===== src/rtl/uart_pkg.sv =====
// Shared types and constants for the UART auto-baud controller and RX front end.
package uart_pkg;

  typedef enum logic [2:0] {
    ST_IDLE       = 3'd0,
    ST_WAIT_IDLE  = 3'd1,
    ST_WAIT_START = 3'd2,
    ST_MEASURE    = 3'd3,
    ST_WAIT_STOP  = 3'd4,
    ST_APPLY      = 3'd5
  } autobaud_state_t;

  localparam int SYNC_EDGES = 5;
  localparam int DIV_SHIFT  = 7;
  localparam int DIV_ROUND  = 64;

endpackage


===== src/rtl/uart_rx_sync.sv =====
// RX line synchroniser; with AUTOBAUD_GLITCH_FILTER_EN defined a 3-sample
// majority filter follows the two flops and rejects single-cycle pulses.
module uart_rx_sync (
  input  logic clk,
  input  logic rst_n,
  input  logic rx_async,
  output logic rx_clean
);
  import uart_pkg::*;

  logic rx_p0;
  logic rx_p1;

  always_ff @(posedge clk) begin
    if (!rst_n) begin
      rx_p0 <= 1'b1;
      rx_p1 <= 1'b1;
    end else begin
      rx_p0 <= rx_async;
      rx_p1 <= rx_p0;
    end
  end

`ifdef AUTOBAUD_GLITCH_FILTER_EN
  logic rx_p2;
  logic rx_p3;

  always_ff @(posedge clk) begin
    if (!rst_n) begin
      rx_p2 <= 1'b1;
      rx_p3 <= 1'b1;
    end else begin
      rx_p2 <= rx_p1;
      rx_p3 <= rx_p2;
    end
  end

  // Majority of the synchronised sample and its two predecessors: one cycle of delay
  assign rx_clean = (rx_p1 & rx_p2) | (rx_p1 & rx_p3) | (rx_p2 & rx_p3);
`else
  assign rx_clean = rx_p1;
`endif

endmodule


===== src/rtl/uart_autobaud_ctrl.sv =====
// Baud divisor controller: manual load or auto-baud measurement on a 0x55 sync
// character. Optional RX glitch filter enabled by AUTOBAUD_GLITCH_FILTER_EN.
module uart_autobaud_ctrl #(
  parameter logic [15:0] DEF_DIV  = 16'd27,
  parameter logic [15:0] MIN_DIV  = 16'd1,
  parameter int          CNT_W    = 24,
  parameter int          IDLE_CYC = 64
) (
  input  logic        uart_clk_i,
  input  logic        uart_rst_n_i,
  input  logic        rx_i,
  input  logic        start_i,
  input  logic        abort_i,
  input  logic        sw_div_wr_i,
  input  logic [15:0] sw_div_i,
  output logic [15:0] baud_div_o,
  output logic        gen_rst_n_o,
  output logic        busy_o,
  output logic        done_o,
  output logic        err_o
);
  import uart_pkg::*;

  localparam int IDLE_W = $clog2(IDLE_CYC + 1);

  autobaud_state_t state;
  autobaud_state_t next_state;

  logic              rx_clean;
  logic              rx_prev;
  logic              fall;
  logic              rise;
  logic [IDLE_W-1:0] idle_cnt;
  logic [CNT_W-1:0]  cnt;
  logic [2:0]        edge_cnt;
  logic [CNT_W-1:0]  span;
  logic [CNT_W-1:0]  low_cnt;
  logic [CNT_W-1:0]  stop_lim;
  logic              cnt_max;
  logic              last_edge;
  logic              abort_hit;
  logic [CNT_W:0]    div_wide;
  logic              div_ok;

  logic              done_nxt;
  logic              err_nxt;
  logic              div_load;
  logic [15:0]       div_val;

  // Span covers 8 bit times, so rounded span/128 is the x16 divisor
  function automatic logic [CNT_W:0] calc_div(input logic [CNT_W-1:0] s);
    logic [CNT_W:0] sum;
    sum = {1'b0, s} + (CNT_W + 1)'(DIV_ROUND);
    return sum >> DIV_SHIFT;
  endfunction

  uart_rx_sync u_rx_sync (
    .clk      (uart_clk_i),
    .rst_n    (uart_rst_n_i),
    .rx_async (rx_i),
    .rx_clean (rx_clean)
  );

  assign fall      = rx_prev & ~rx_clean;
  assign rise      = ~rx_prev & rx_clean;
  assign cnt_max   = &cnt;
  assign last_edge = fall && (edge_cnt == 3'(SYNC_EDGES - 1));
  assign stop_lim  = span >> 2;
  assign abort_hit = abort_i && (state != ST_IDLE);
  assign div_wide  = calc_div(span);
  assign div_ok    = (div_wide <= (CNT_W + 1)'(16'hFFFF)) &&
                     (div_wide >= (CNT_W + 1)'(MIN_DIV));

  always_ff @(posedge uart_clk_i) begin
    if (!uart_rst_n_i) state <= ST_IDLE;
    else               state <= next_state;
  end

  always_comb begin
    next_state = state;
    if (abort_hit) begin
      next_state = ST_IDLE;
    end else begin
      case (state)
        ST_IDLE:       if (start_i) next_state = ST_WAIT_IDLE;
        ST_WAIT_IDLE:  if (rx_clean && idle_cnt == IDLE_W'(IDLE_CYC - 1))
                         next_state = ST_WAIT_START;
        ST_WAIT_START: if (fall) next_state = ST_MEASURE;
        ST_MEASURE: begin
          if (last_edge)    next_state = ST_WAIT_STOP;
          else if (cnt_max) next_state = ST_IDLE;
        end
        ST_WAIT_STOP: begin
          if (rise)                     next_state = ST_APPLY;
          else if (low_cnt >= stop_lim) next_state = ST_IDLE;
        end
        ST_APPLY:      next_state = ST_IDLE;
        default:       next_state = ST_IDLE;
      endcase
    end
  end

  always_comb begin
    done_nxt = 1'b0;
    err_nxt  = 1'b0;
    div_load = 1'b0;
    div_val  = baud_div_o;
    if (!abort_hit) begin
      case (state)
        ST_IDLE: begin
          if (sw_div_wr_i && !start_i) begin
            div_load = 1'b1;
            div_val  = sw_div_i;
          end
        end
        ST_MEASURE:   if (!last_edge && cnt_max) err_nxt = 1'b1;
        ST_WAIT_STOP: if (!rise && low_cnt >= stop_lim) err_nxt = 1'b1;
        ST_APPLY: begin
          if (div_ok) begin
            div_load = 1'b1;
            div_val  = div_wide[15:0];
            done_nxt = 1'b1;
          end else begin
            err_nxt = 1'b1;
          end
        end
        default: ;
      endcase
    end
  end

  always_ff @(posedge uart_clk_i) begin
    if (!uart_rst_n_i) begin
      baud_div_o  <= DEF_DIV;
      gen_rst_n_o <= 1'b1;
      busy_o      <= 1'b0;
      done_o      <= 1'b0;
      err_o       <= 1'b0;
    end else begin
      if (div_load) baud_div_o <= div_val;
      gen_rst_n_o <= ~div_load;
      busy_o      <= (next_state != ST_IDLE);
      done_o      <= done_nxt;
      err_o       <= err_nxt;
    end
  end

  // Measurement counters; the line idles high so the edge history resets to 1
  always_ff @(posedge uart_clk_i) begin
    if (!uart_rst_n_i) begin
      rx_prev  <= 1'b1;
      idle_cnt <= '0;
      cnt      <= '0;
      edge_cnt <= '0;
      span     <= '0;
      low_cnt  <= '0;
    end else begin
      rx_prev <= rx_clean;
      case (state)
        ST_WAIT_IDLE: idle_cnt <= rx_clean ? idle_cnt + IDLE_W'(1) : '0;
        ST_WAIT_START: begin
          if (fall) begin
            cnt      <= '0;
            edge_cnt <= 3'd1;
          end
        end
        ST_MEASURE: begin
          cnt     <= cnt + CNT_W'(1);
          low_cnt <= '0;
          if (fall) begin
            edge_cnt <= edge_cnt + 3'd1;
            if (last_edge) span <= cnt + CNT_W'(1);
          end
        end
        ST_WAIT_STOP: low_cnt <= low_cnt + CNT_W'(1);
        default: begin
          idle_cnt <= '0;
          low_cnt  <= '0;
        end
      endcase
    end
  end

endmodule

===== config.mk =====
export PLATFORM = sky130hd
export DESIGN_NAME = uart_autobaud_ctrl
export DESIGN_NICKNAME = d
export VERILOG_FILES = /design/src/rtl/uart_pkg.sv /design/src/rtl/uart_rx_sync.sv /design/src/rtl/uart_autobaud_ctrl.sv
export SDC_FILE = /design/constraint.sdc
export NUM_CORES = 1
export LEC_CHECK = 0
export ABC_AREA = 1
export BUFFER_PORTS_ARGS = -buffer_cell sky130_fd_sc_hd__buf_4
export CORE_UTILIZATION = 45
export DETAILED_ROUTE_END_ITERATION = 12
export GPL_TIMING_DRIVEN = 0
export HOLD_SLACK_MARGIN = 0.1
export PLACE_DENSITY = 0.68
export SLEW_MARGIN = 20
export SYNTH_ARGS = -nofsm -noshare
export SYNTH_HDL_FRONTEND = slang
export SYNTH_SLANG_ARGS = --single-unit

===== constraint.sdc =====
create_clock -name uart_clk_i -period 1.91 [get_ports uart_clk_i]
set_input_delay 0.382 -clock uart_clk_i [delete_from_list [all_inputs] [get_ports uart_clk_i]]
set_output_delay 0.382 -clock uart_clk_i [all_outputs]
set_load 0.02 [all_outputs]

==> metrics, run 1 <==
Antenna diodes 0; Critical path origin span[6]; CTS clk-pin slew, worst paths 0.07 ns; fin util between 50% and 60%; H-tree depth 3; Final ANT Viol Nets 0; post-synthesis mux area share 0%; share of layout cells above drive strength 1 20.4%; synth top area cells dfxtp_1 (35%), nand2_1 (14%), a21oi_1 (7.0%), inv_1 (6.7%), nor2_1 (6.0%); Worst path slowest cell dfxtp_4; CTS tree built; Fin. Hold Viols 0; syn nets 956; cells after synthesis 906; 1st-iter DRT viols 316; clk buf depth 2; global placer's final weighted congestion 0.872; critical path fanouts, max 6; crit path DAT 2.32 ns; WP data required 2.16 ns; cell taking the most area after synthesis dfxtp_1; # DRC 0; Max Fclk 484 MHz; maximum VDD drop 0.499 mV; Post-synth top flop dfxtp_1; Static Leak 3.23 nW; Initial Util 46.1%; YS warnings 0; die width 118 um; post-synthesis simple-gate area fraction a little under a third; Slew headroom 52.0%; Seq/Total Area, Yosys 34.9%; register bit total from synthesis 106; status finished with violations; # placed instances roughly 1100; worst r2r dst baud_div_o[7]; Die Height 118 um; Max stage delay on crit path 0.38 ns; fin cells 1169; Worst-Margin Slew 0.720 ns; Buffers on Ports 41; synth-to-layout area growth 24.2%; Synth Area per Inst 6.71 um2; Synth Area in Compound Gates about 15%; Yosys top cell area share about a third; failing checks negative setup slack; Setup crit end baud_div_o[7]; initial antenna violation count 0; Slew Limit Fails 0; gr usage total 22.9%; Synth async-reset ratio 0%; worst-case clock skew 0.00845 ns; RSZ-0062 raised after global routing yes; Setup crit start kind flop; xor/xnor cell area share of the yosys netlist 3.89%; worst r2r src span[6]; DR vias/cell about 5; Synth cell types 39; power density over the cells 594 mW/mm2; crit path capture type flop; CP most frequent cell nand2_1; router iterations before antenna repair 5; family with the most delay on the worst path simple AND/OR/NAND/NOR gates; worst hold path class primary input to flop; Setup violations, final 18; top-level port count 42; Crit Path Class flop to flop; Synth Area in Adders ~5.8%; Post-DP HPWL between 10 and 15 mm; worst skew pair latency roughly 0.36 ns; total grt overflow 0; Worst path depth 17; largest family of logic cells by synthesized area simple AND/OR/NAND/NOR gates; Post-synth EDFFs 0; # clock sinks 106; Post-CTS Hold Buffers 0; TritonCTS buffer count 9; Tcrit/Tclk final 108%; worst setup margin -0.156 ns; Core ar. 0.0132 mm2; CP bufs+invs 1; FF-to-FF setup slack -0.16 ns; full die area 0.0140 mm2; synthesized area 0.00608 mm2; drt wl/cell 13.7 um; Std-Cell Rows 42; Reg2Reg Depth 17; global-route wire length before repair 25.4 mm; fin crit period 2.07 ns; Max-Cap Viols 0; pin count of the biggest net entering global routing 16; # nets final 1040; vias in the first global route 5288; drt total wl approximately 16 mm; detailed-route via count between 5000 and 6000; Root Driver clkbuf_16; CP cell instances ha_4, nand2_4, nor2_4, nand2_2, nand2_1, nand2_1, nor2_1, nand2_1, nor2_1, nand3_1, nand2_2, nand2_4, nand2_8, buf_6, nand2_1, nand2_1, nor2_1
[Yosys cell counts (all sizes together) (12+ instances only)]
library cell / instances
nand3: 56
nand2: 231
ha: 28
dfxtp: 106
xor2: 17
clkbuf: 22
nor2: 103
nand4: 23
o21ai: 51
inv: 112
a21oi: 85
nor3: 12
[placed cells by master (no fill, tap or decap), types with 4 or more instances in the layout]
master,n
nand2_1,219
dfxtp_4,8
ha_4,5
dfxtp_2,13
o211ai_1,5
buf_6,7
nand4_1,23
clkbuf_2,9
buf_4,69
clkinv_2,4
clkbuf_1,13
dfxtp_1,85
nor2_2,11
clkbuf_16,9
nand3_2,13
ha_1,22
nand2_2,7
o21ai_0,48
a21oi_1,81
or2_2,4
nand3_1,41
xor2_1,17
a21oi_2,4
a211oi_1,10
xnor2_1,8
nand2_4,4
nor2_1,80
nor3_1,9
inv_1,107
nor2_4,12
[how the worst min path moves through the flow]
stage,endpoint,startpoint,cells after the start
after floorplan,u_rx_sync.rx_clean,u_rx_sync.rx_p0,1
after global placement,u_rx_sync.rx_clean,u_rx_sync.rx_p0,1
after detailed placement,u_rx_sync.rx_clean,u_rx_sync.rx_p0,1
final,u_rx_sync.rx_p0,rx_i,2
after CTS,u_rx_sync.rx_p0,rx_i,2
after global routing,u_rx_sync.rx_p0,rx_i,2
[state kept, by name (all words and copies together), names as in the netlist]
register and count:
idle_cnt 7, cnt 24, u_rx_sync.rx_p0 1, rx_prev 1
state 3, low_cnt 24, gen_rst_n_o 1, u_rx_sync.rx_clean 1
edge_cnt 3, baud_div_o 16, done_o 1, err_o 1
span 22, busy_o 1
[report_power, final]
| part | switching, mW | leakage [nW] | internal (mW) |
|---|---|---|---|
| registers | 0.0261 | 0.872 | 2.25 |
| logic | 0.254 | 2.22 | 0.164 |
| clock network | 0.800 | 0.138 | 0.995 |
| total | 1.08 | 3.23 | 3.41 |
[logic make-up (layout without fill, tap and decap cells)]
logic type,after synthesis,count (layout)
and+or+nand+nor,435,435
AOI/OAI and AO/OA,168,168
buffers and inverters,142,229
DFF,106,106
adders and majority gates,28,28
xor gates and xnor gates,27,27
[final cells by class]
type	instances	area (um2)
fill	1304	5640
multi-input combinational	658	3750
sequential	106	2170
timing repair buffer	74	574
inverter	113	430
clock buffer	10	229
tap	176	220
buffer	28	139
clock inverter	4	45.0
[metal layers]
layer	vias up	track usage, %	wire, um
met1	2675	29.5	7420
li1	3125	-	-
met2	133	37.7	7410
met5	-	0	0
met4	0	8.17	388
met3	29	4.92	767
[per-stage QoR]
stage          instance area (um2)  total power [mW]  setup TNS (ns)  hold WS (ns)  setup WS (ns)
2_1_floorplan                 6100              2.57               0         0.393         0.0162
3_3_place_gp                  6630              2.73          -11.37         0.408         -0.505
3_5_place_dp                  6630              2.73          -11.66         0.410         -0.510
4_1_cts                       7210              4.55           -1.79         0.191         -0.135
5_1_grt                       7550              4.66           -5.61         0.201         -0.325
6_report                      7550              4.49           -1.90         0.205         -0.156
[timing repair]
item / in CTS / in global routing
setup endpoints to repair: 72 / 87
pin swaps: 20 / 33
setup buffers: 22 / 10
gates resized for setup: 49 / 75
cloned: 1 / 0
(Power assumes the default switching activity.)
==> inputs of run 2 (changes only) <==
--- a/config.mk
+++ b/config.mk
@@ -15,4 +15,5 @@
 export SLEW_MARGIN = 20
 export SYNTH_ARGS = -nofsm -noshare
 export SYNTH_HDL_FRONTEND = slang
+export SYNTH_HIERARCHICAL = 1
 export SYNTH_SLANG_ARGS = --single-unit
==> run 2 against run 1 <==
Effect of this change:
- the flow still finishes with violations (negative setup slack)
- area after synthesis grew 0.70%
- final area grew 2.6%
- clock skew grew 0.0031 ns
- register-to-register slack gained 0.03 ns
- largest cell class unchanged
- via count grew 2.3%
- die area grew 0.69%
- clock power grew 8%
- count of clock-buffer cells in the layout grew 2
- global-route usage grew 1.2 points
- critical path depth shrank 1
==> metrics, run 2 <==
DR vias/cell 5.14 (+0.69%); full die area 0.0141 mm2 (+0.69%); gr usage total 24.2% (+1.2 points); Synth async-reset ratio 0% (unchanged); Synth cell types 43 (+10%); initial antenna violation count 0 (unchanged); critical path fanouts, max 6 (unchanged); Die Height 119 um (+0.34%); total grt overflow 0 (unchanged); WP data required 2.17 ns (about the same); clk buf depth 2 (unchanged); cells after synthesis 921 (+1.7%); biggest regs cnt x24, low_cnt x24, span x22; commonest non-fill, non-tap cell in the layout nand2_1; Setup violations, final 20 (+2); FF-to-FF setup slack -0.13 ns (+0.03 ns); maximum VDD drop 0.501 mV (+0.35%); top post-synthesis cells by count nand2_1 (236), inv_1 (114), dfxtp_1 (106); worst skew pair latency 0.36 ns (about the same); register bit total from synthesis 106 (unchanged); Post-DP HPWL 12.0 mm (+2.4%); crit path capture type flop; top-level port count 42 (unchanged); pin count of the biggest net entering global routing 17 (+1); RSZ-0062 raised after global routing yes; Post-synth EDFFs 0 (unchanged); most common cell in the netlist nand2_1; cell taking the most area after synthesis dfxtp_1; worst r2r src span[6]; drt wl/cell 14.1 um (+3.5%); CTS tree built; Static Leak 3.29 nW (+1.7%); detailed-route via count 6101 (+2.3%); router iterations before antenna repair 4 (-1); worst hold path class primary input to flop; most frequent cells in the layout nand2_1 (224), inv_1 (106), dfxtp_1 (87); Max stage delay on crit path 0.37 ns (about the same); global-route wire length before repair 26.8 mm (+5.4%); Reg2Reg Depth 16 (-1); failing checks negative setup slack; Post-synth top flop dfxtp_1; status finished with violations; YS warnings 6 (+6); Initial Util 46.3% (+0.14 points); Root Driver clkbuf_16; Hold Crit Start rx_i; worst r2r dst baud_div_o[6]; Max-Cap Viols 0 (unchanged); CTS clk-pin slew, worst paths 0.07 ns (about the same); # placed instances 1138 (+1.3%); fin cells 1188 (+1.6%); Worst path slowest cell dfxtp_4; # clock sinks 106 (unchanged); 1st-iter DRT viols 342 (+8.2%); die width 119 um (+0.34%); synth top area cells dfxtp_1 (35%), nand2_1 (14%), inv_1 (7.0%), a21oi_1 (6.3%), nor2_1 (6.3%); Tcrit/Tclk final 107% (-1.3 points); synth-to-layout area growth 26.5%; Std-Cell Rows 42 (unchanged); fin util 58.5% (+1.3 points); Yosys top cell area share 34.6% (-0.24 points); Worst-Margin Slew 0.690 ns (-0.0299 ns); Final ANT Viol Nets 0 (unchanged); syn nets 971 (+1.6%); Fin. Hold Viols 0 (unchanged); worst-case clock skew 0.0115 ns (+0.00308 ns); Crit Path Class flop to flop; fin crit period 2.04 ns (-0.0252 ns); Seq/Total Area, Yosys 34.6% (-0.24 points); worst setup margin -0.131 ns (+0.0252 ns); synthesized area 0.00613 mm2 (+0.70%); share of layout cells above drive strength 1 21.9% (+1.5 points); power density over the cells 601 mW/mm2 (+1.2%); TritonCTS buffer count 9 (unchanged); Slew headroom 54.0% (+2.0 points); Slew Limit Fails 0 (unchanged); H-tree depth 3 (unchanged); Core ar. 0.0132 mm2 (+0.40%); CP most frequent cell nand2_1; drt total wl 16.8 mm (+5.1%); Hold Crit Depth 3 (+1); Buffers on Ports 41 (unchanged); # DRC 0 (unchanged); vias in the first global route 5544 (+4.8%); Synth Area per Inst 6.65 um2 (-0.94%); worst hold endpoint u_rx_sync/rx_p0; global placer's final weighted congestion 0.920 (+5.6%); CP cell instances ha_4, nand2_4, nor2_4, nand2_4, nand2_1, nand2_1, nand3_1, nor2_1, nand3_2, o21bai_4, nand2_4, nand2_8, buf_6, nand2_1, nand2_1, nor2_1; Setup crit start kind flop; # nets final 1057 (+1.6%); crit path DAT 2.31 ns (about the same); FILL cells 1269 (-2.7%); Antenna diodes 0 (unchanged); Max Fclk 490 MHz (+1.2%)
run 2: changes by cell type after synthesis, moves of 4 or more:
cell     delta
nand4_1     -6
xor2_1      +6
xnor2_1     -4
inv_1       +6
nand3_2     -5
nor3_1      +5
nand3_1     +9
nor2_1      +4
nand2_1    +11
a21oi_1     -8
run 2: cell families after synthesis:
logic type	synth area share, %
buffers and inverters	9.19
DFF	34.6
xor gates and xnor gates	4.15
adders and majority gates	5.72
and+or+nand+nor	31.3
AOI/OAI and AO/OA	15.0
run 2: final cells by class:
type                       instances  area (um2)  share of cell area [%]
buffer                            28         139                    1.79
clock inverter                     4        51.3                   0.662
tap                              176         220                    2.84
multi-input combinational        670        3880                    50.1
clock buffer                      12         246                    3.18
inverter                         117         452                    5.83
timing repair buffer              74         581                    7.49
sequential                       106        2170                    28.0
timing repair inverter             1        8.76                   0.113
run 2: worst max path at each step:
stage / to / from / cells after the start
6_report: baud_div_o[6] / span[6] / 16
5_1_grt: baud_div_o[11] / span[6] / 15
4_1_cts: baud_div_o[6] / span[6] / 15
3_5_place_dp: baud_div_o[15] / state[2] / 8
3_3_place_gp: baud_div_o[15] / state[2] / 8
2_1_floorplan: baud_div_o[6] / span[6] / 14
run 2: routing by layer:
layer | vias up | track usage [%] | routed length [um]
met4 | 0 | 11.0 | 468
met1 | 2790 | 31.2 | 7840
met5 | - | 0 | 0
li1 | 3179 | - | -
met3 | 26 | 3.28 | 608
met2 | 106 | 39.9 | 7890
run 2: repair_timing:
item / in CTS / in global routing
endpoints found under the setup margin: 57 / 89
pin swaps: 16 / 22
resized for setup: 57 / 92
cloned: 1 / 1
hold endpoints to repair: 0 / 0
hold buffers: 0 / 0
setup buffers: 17 / 15
run 2: worst max-delay path: cells and delay by family, from the launching register on:
family | cells | cell delay [ns]
buffers and inverters | 1 | 0.13
flip-flops | 1 | 0.37
adder cells (fa/ha/maj) | 1 | 0.16
AND/OR/NAND/NOR | 13 | 1.11
AO/OA/AOI/OAI | 1 | 0.16
run 2: where the power goes:
group / switching [mW] / internal, mW
clock: 0.881 / 1.06
combinational: 0.266 / 0.186
sequential: 0.0278 / 2.25
run 2: through the flow:
stage	hold WS (ns)	instance area [um2]	TNS, ns	power, mW	setup slack (ns)
final	0.182	7750	-1.73	4.66	-0.131
after global routing	0.196	7750	-5.03	4.81	-0.274
after CTS	0.176	7280	-0.890	4.64	-0.0839
after detailed placement	0.389	6670	-10.36	2.72	-0.444
after global placement	0.386	6670	-9.78	2.72	-0.413
after floorplan	0.380	6140	0	2.56	0.0302
==> inputs of run 3 (changes only) <==
--- a/config.mk
+++ b/config.mk
@@ -6,7 +6,7 @@
 export NUM_CORES = 1
 export LEC_CHECK = 0
 export ABC_AREA = 1
-export BUFFER_PORTS_ARGS = -buffer_cell sky130_fd_sc_hd__buf_4
+export BUFFER_PORTS_ARGS = -buffer_cell sky130_fd_sc_hd__buf_2
 export CORE_UTILIZATION = 45
 export DETAILED_ROUTE_END_ITERATION = 12
 export GPL_TIMING_DRIVEN = 0
==> run 3 against run 2 <==
Effect of this change:
- count of clock-buffer cells in the layout is 2 higher
- critical path depth down 1
- core utilization shrank 0.90 points
- fmax down 2.2%
- via count up 0.18%
- final area fell by 1.5%
- sequential share of layout area increased by 0.44 points
- the flow still finishes with violations (negative setup slack)
- routed wire length is 0.16% lower
- critical path type unchanged
- register-to-register slack worse by 0.04 ns
- hold slack better by 0.0087 ns
- non-clock buffer count decreased by 4
==> metrics, run 3 (synthesis results as in run 2) <==
status finished with violations; failing checks negative setup slack; global-route wire length before repair 26.4 mm (-1.4%); gr usage total 23.6% (-0.52 points); global placer's final weighted congestion 0.913 (-0.84%); uppermost layer routed met4; Die Height 119 um (unchanged); drt total wl 16.8 mm (-0.16%); Tcrit/Tclk final 109% (+2.4 points); total grt overflow 0 (unchanged); Setup violations, final 17 (-15%); Comb power frac 8.2% (-1.5 points); DR vias/cell 5.17 (+0.69%); Setup crit start kind flop; worst skew pair latency 0.36 ns (about the same); sequential cell area 0.00217 mm2 (unchanged); Antenna diodes 0 (unchanged); WP data required 2.16 ns (about the same); share of layout cells above drive strength 1 21.8% (-0.17 points); crit path DAT 2.34 ns (+0.03 ns); Max-Cap Viols 0 (unchanged); area of the multi-input gates 0.00390 mm2 (+0.42%); worst-case clock skew 0.00741 ns (-0.00412 ns); worst hold path class primary input to flop; WL met1 7.80 mm (-0.51%); routed wl met3 776 um (+28%); maximum VDD drop 0.407 mV (-19%); P_int 3.56 mW (+2.2%); fin crit period 2.09 ns (+0.0450 ns); TritonCTS buffer count 9 (unchanged); CP most frequent cell nand2_1; commonest non-fill, non-tap cell in the layout nand2_1; dpl ws -0.428 ns (+0.0162 ns); # clock sinks 106 (unchanged); fin util 57.6% (-0.90 points); router iterations before antenna repair 5 (+1); sequential share of power 48.3% (-0.5 points); CTS tree built; Switching Share 24.1% (-1.1 points); CP cell instances buf_4, nand3_1, nor2_2, nand2_1, nand2_1, nand3_1, nor2_2, nand3_2, o21bai_4, nand2_4, nand2_4, buf_6, nand2_1, nand2_1, nor2_1; Post-DP HPWL 11.9 mm (-0.39%); Std-Cell Rows 42 (unchanged); Placed Area 0.00657 mm2 (-1.5%); Max stage delay on crit path 0.38 ns (about the same); clock power share 43.5% (+2.0 points); full die area 0.0141 mm2 (unchanged); Power Total 4.70 mW (+0.78%); Slew Limit Fails 0 (unchanged); H-tree depth 3 (unchanged); Fin. Hold Viols 0 (unchanged); clk buf depth 2 (unchanged); vias in the first global route 5493 (-0.92%); initial antenna violation count 0 (unchanged); 1st-iter DRT viols 347 (+1.5%); Final Cell Area 0.00763 mm2 (-1.5%); FILL cells 1292 (+1.8%); power density over the cells 616 mW/mm2 (+2.3%); top-level port count 42 (unchanged); drt wl/cell 14.2 um (+0.35%); critical path fanouts, max 5 (-1); biggest regs cnt x24, low_cnt x24, span x22; # DRC 0 (unchanged); synth-to-layout area growth 24.6%; Worst-Margin Slew 0.681 ns (-0.00898 ns); Max Fclk 479 MHz (-2.2%); detailed-route via count 6112 (+0.18%); CTS clk-pin slew, worst paths 0.07 ns (about the same); sw power 1.13 mW (-3.5%); Buffers on Ports 41 (unchanged); Core ar. 0.0132 mm2 (unchanged); Worst path slowest cell dfxtp_4; most frequent cells in the layout nand2_1 (222), inv_1 (109), dfxtp_1 (87); die width 119 um (unchanged); Final ANT Viol Nets 0 (unchanged); RSZ-0062 raised after global routing yes; pin count of the biggest net entering global routing 16 (-1); worst setup margin -0.176 ns (-0.0450 ns); crit path capture type flop; Post-CTS Hold Buffers 0 (unchanged); # nets final 1052 (-0.47%); Static Leak 3.25 nW (-0.95%); Initial Util 46.3% (unchanged); met2 wire length 7.78 mm (-1.4%); Crit Path Class flop to flop; Fin Hold WS 0.191 ns (+0.00873 ns); Slew headroom 54.6% (+0.60 points); Root Driver clkbuf_16
## run 3: cell count changes in the layout (fill, tap and decap cells not counted), moves of 4 or more
cell      before  now
inv_2         10    3
clkbuf_8       1    5
buf_2          3   47
buf_4         72   28
inv_4          0    5
## run 3: area by class of cell
| cell class | count | share of cell area, % |
|---|---|---|
| Timing Repair Buffer | 70 | 5.59 |
| Sequential cell | 106 | 28.4 |
| Buffer | 28 | 1.84 |
| Clock inverter | 1 | 0.393 |
| Inverter | 117 | 5.92 |
| Tap cell | 176 | 2.89 |
| Clock buffer | 14 | 3.85 |
| Multi-Input combinational cell | 670 | 51.1 |
## run 3: path summary, 6_finish.rpt
check                                     start                  to  slack [ns]  cells past startpoint
worst max-delay path                    span[7]      baud_div_o[11]       -0.18                     15
worst min-delay path                       rx_i     u_rx_sync/rx_p0        0.19                      3
worst max register to register          span[7]      baud_div_o[11]       -0.18                     15
worst min register to register  u_rx_sync/rx_p0  u_rx_sync/rx_clean        0.40                      2
## run 3: what timing repair did
item | in CTS | in global routing
setup endpoints to repair | 58 | 87
hold endpoints to repair | 0 | 0
pin swaps | 19 | 31
setup buffers | 16 | 13
gates resized for setup | 68 | 90
gates cloned | 1 | 0
## run 3: per-layer routing
layer	up-vias	global-route usage [%]
met3	34	3.81
met2	155	39.3
li1	3172	-
met5	-	0
met1	2751	30.8
met4	0	8.47
## run 3: metrics by stage
stage | setup TNS [ns] | std cells
3_5_place_dp | -10.84 | 1138
3_3_place_gp | -9.67 | 1138
6_report | -2.14 | 1182
2_1_floorplan | 0 | 921
5_1_grt | -4.80 | 1182
4_1_cts | -0.889 | 1170
## run 3: power by group through the flow
stage	logic (mW)	clock network, mW	registers (mW)
finish	0.384	2.04	2.27
global route	0.422	2.15	2.28
CTS	0.368	2.05	2.28
detailed placement	0.351	0	2.33
global placement	0.351	0	2.33
floorplan	0.174	0	2.39
## run 3: worst max-delay path: cells and delay by family (launching register included)
| family | cells | cell delay [ns] |
|---|---|---|
| flops | 1 | 0.38 |
| buf+inv | 2 | 0.24 |
| compound gates | 1 | 0.18 |
| simple gates | 12 | 1.18 |
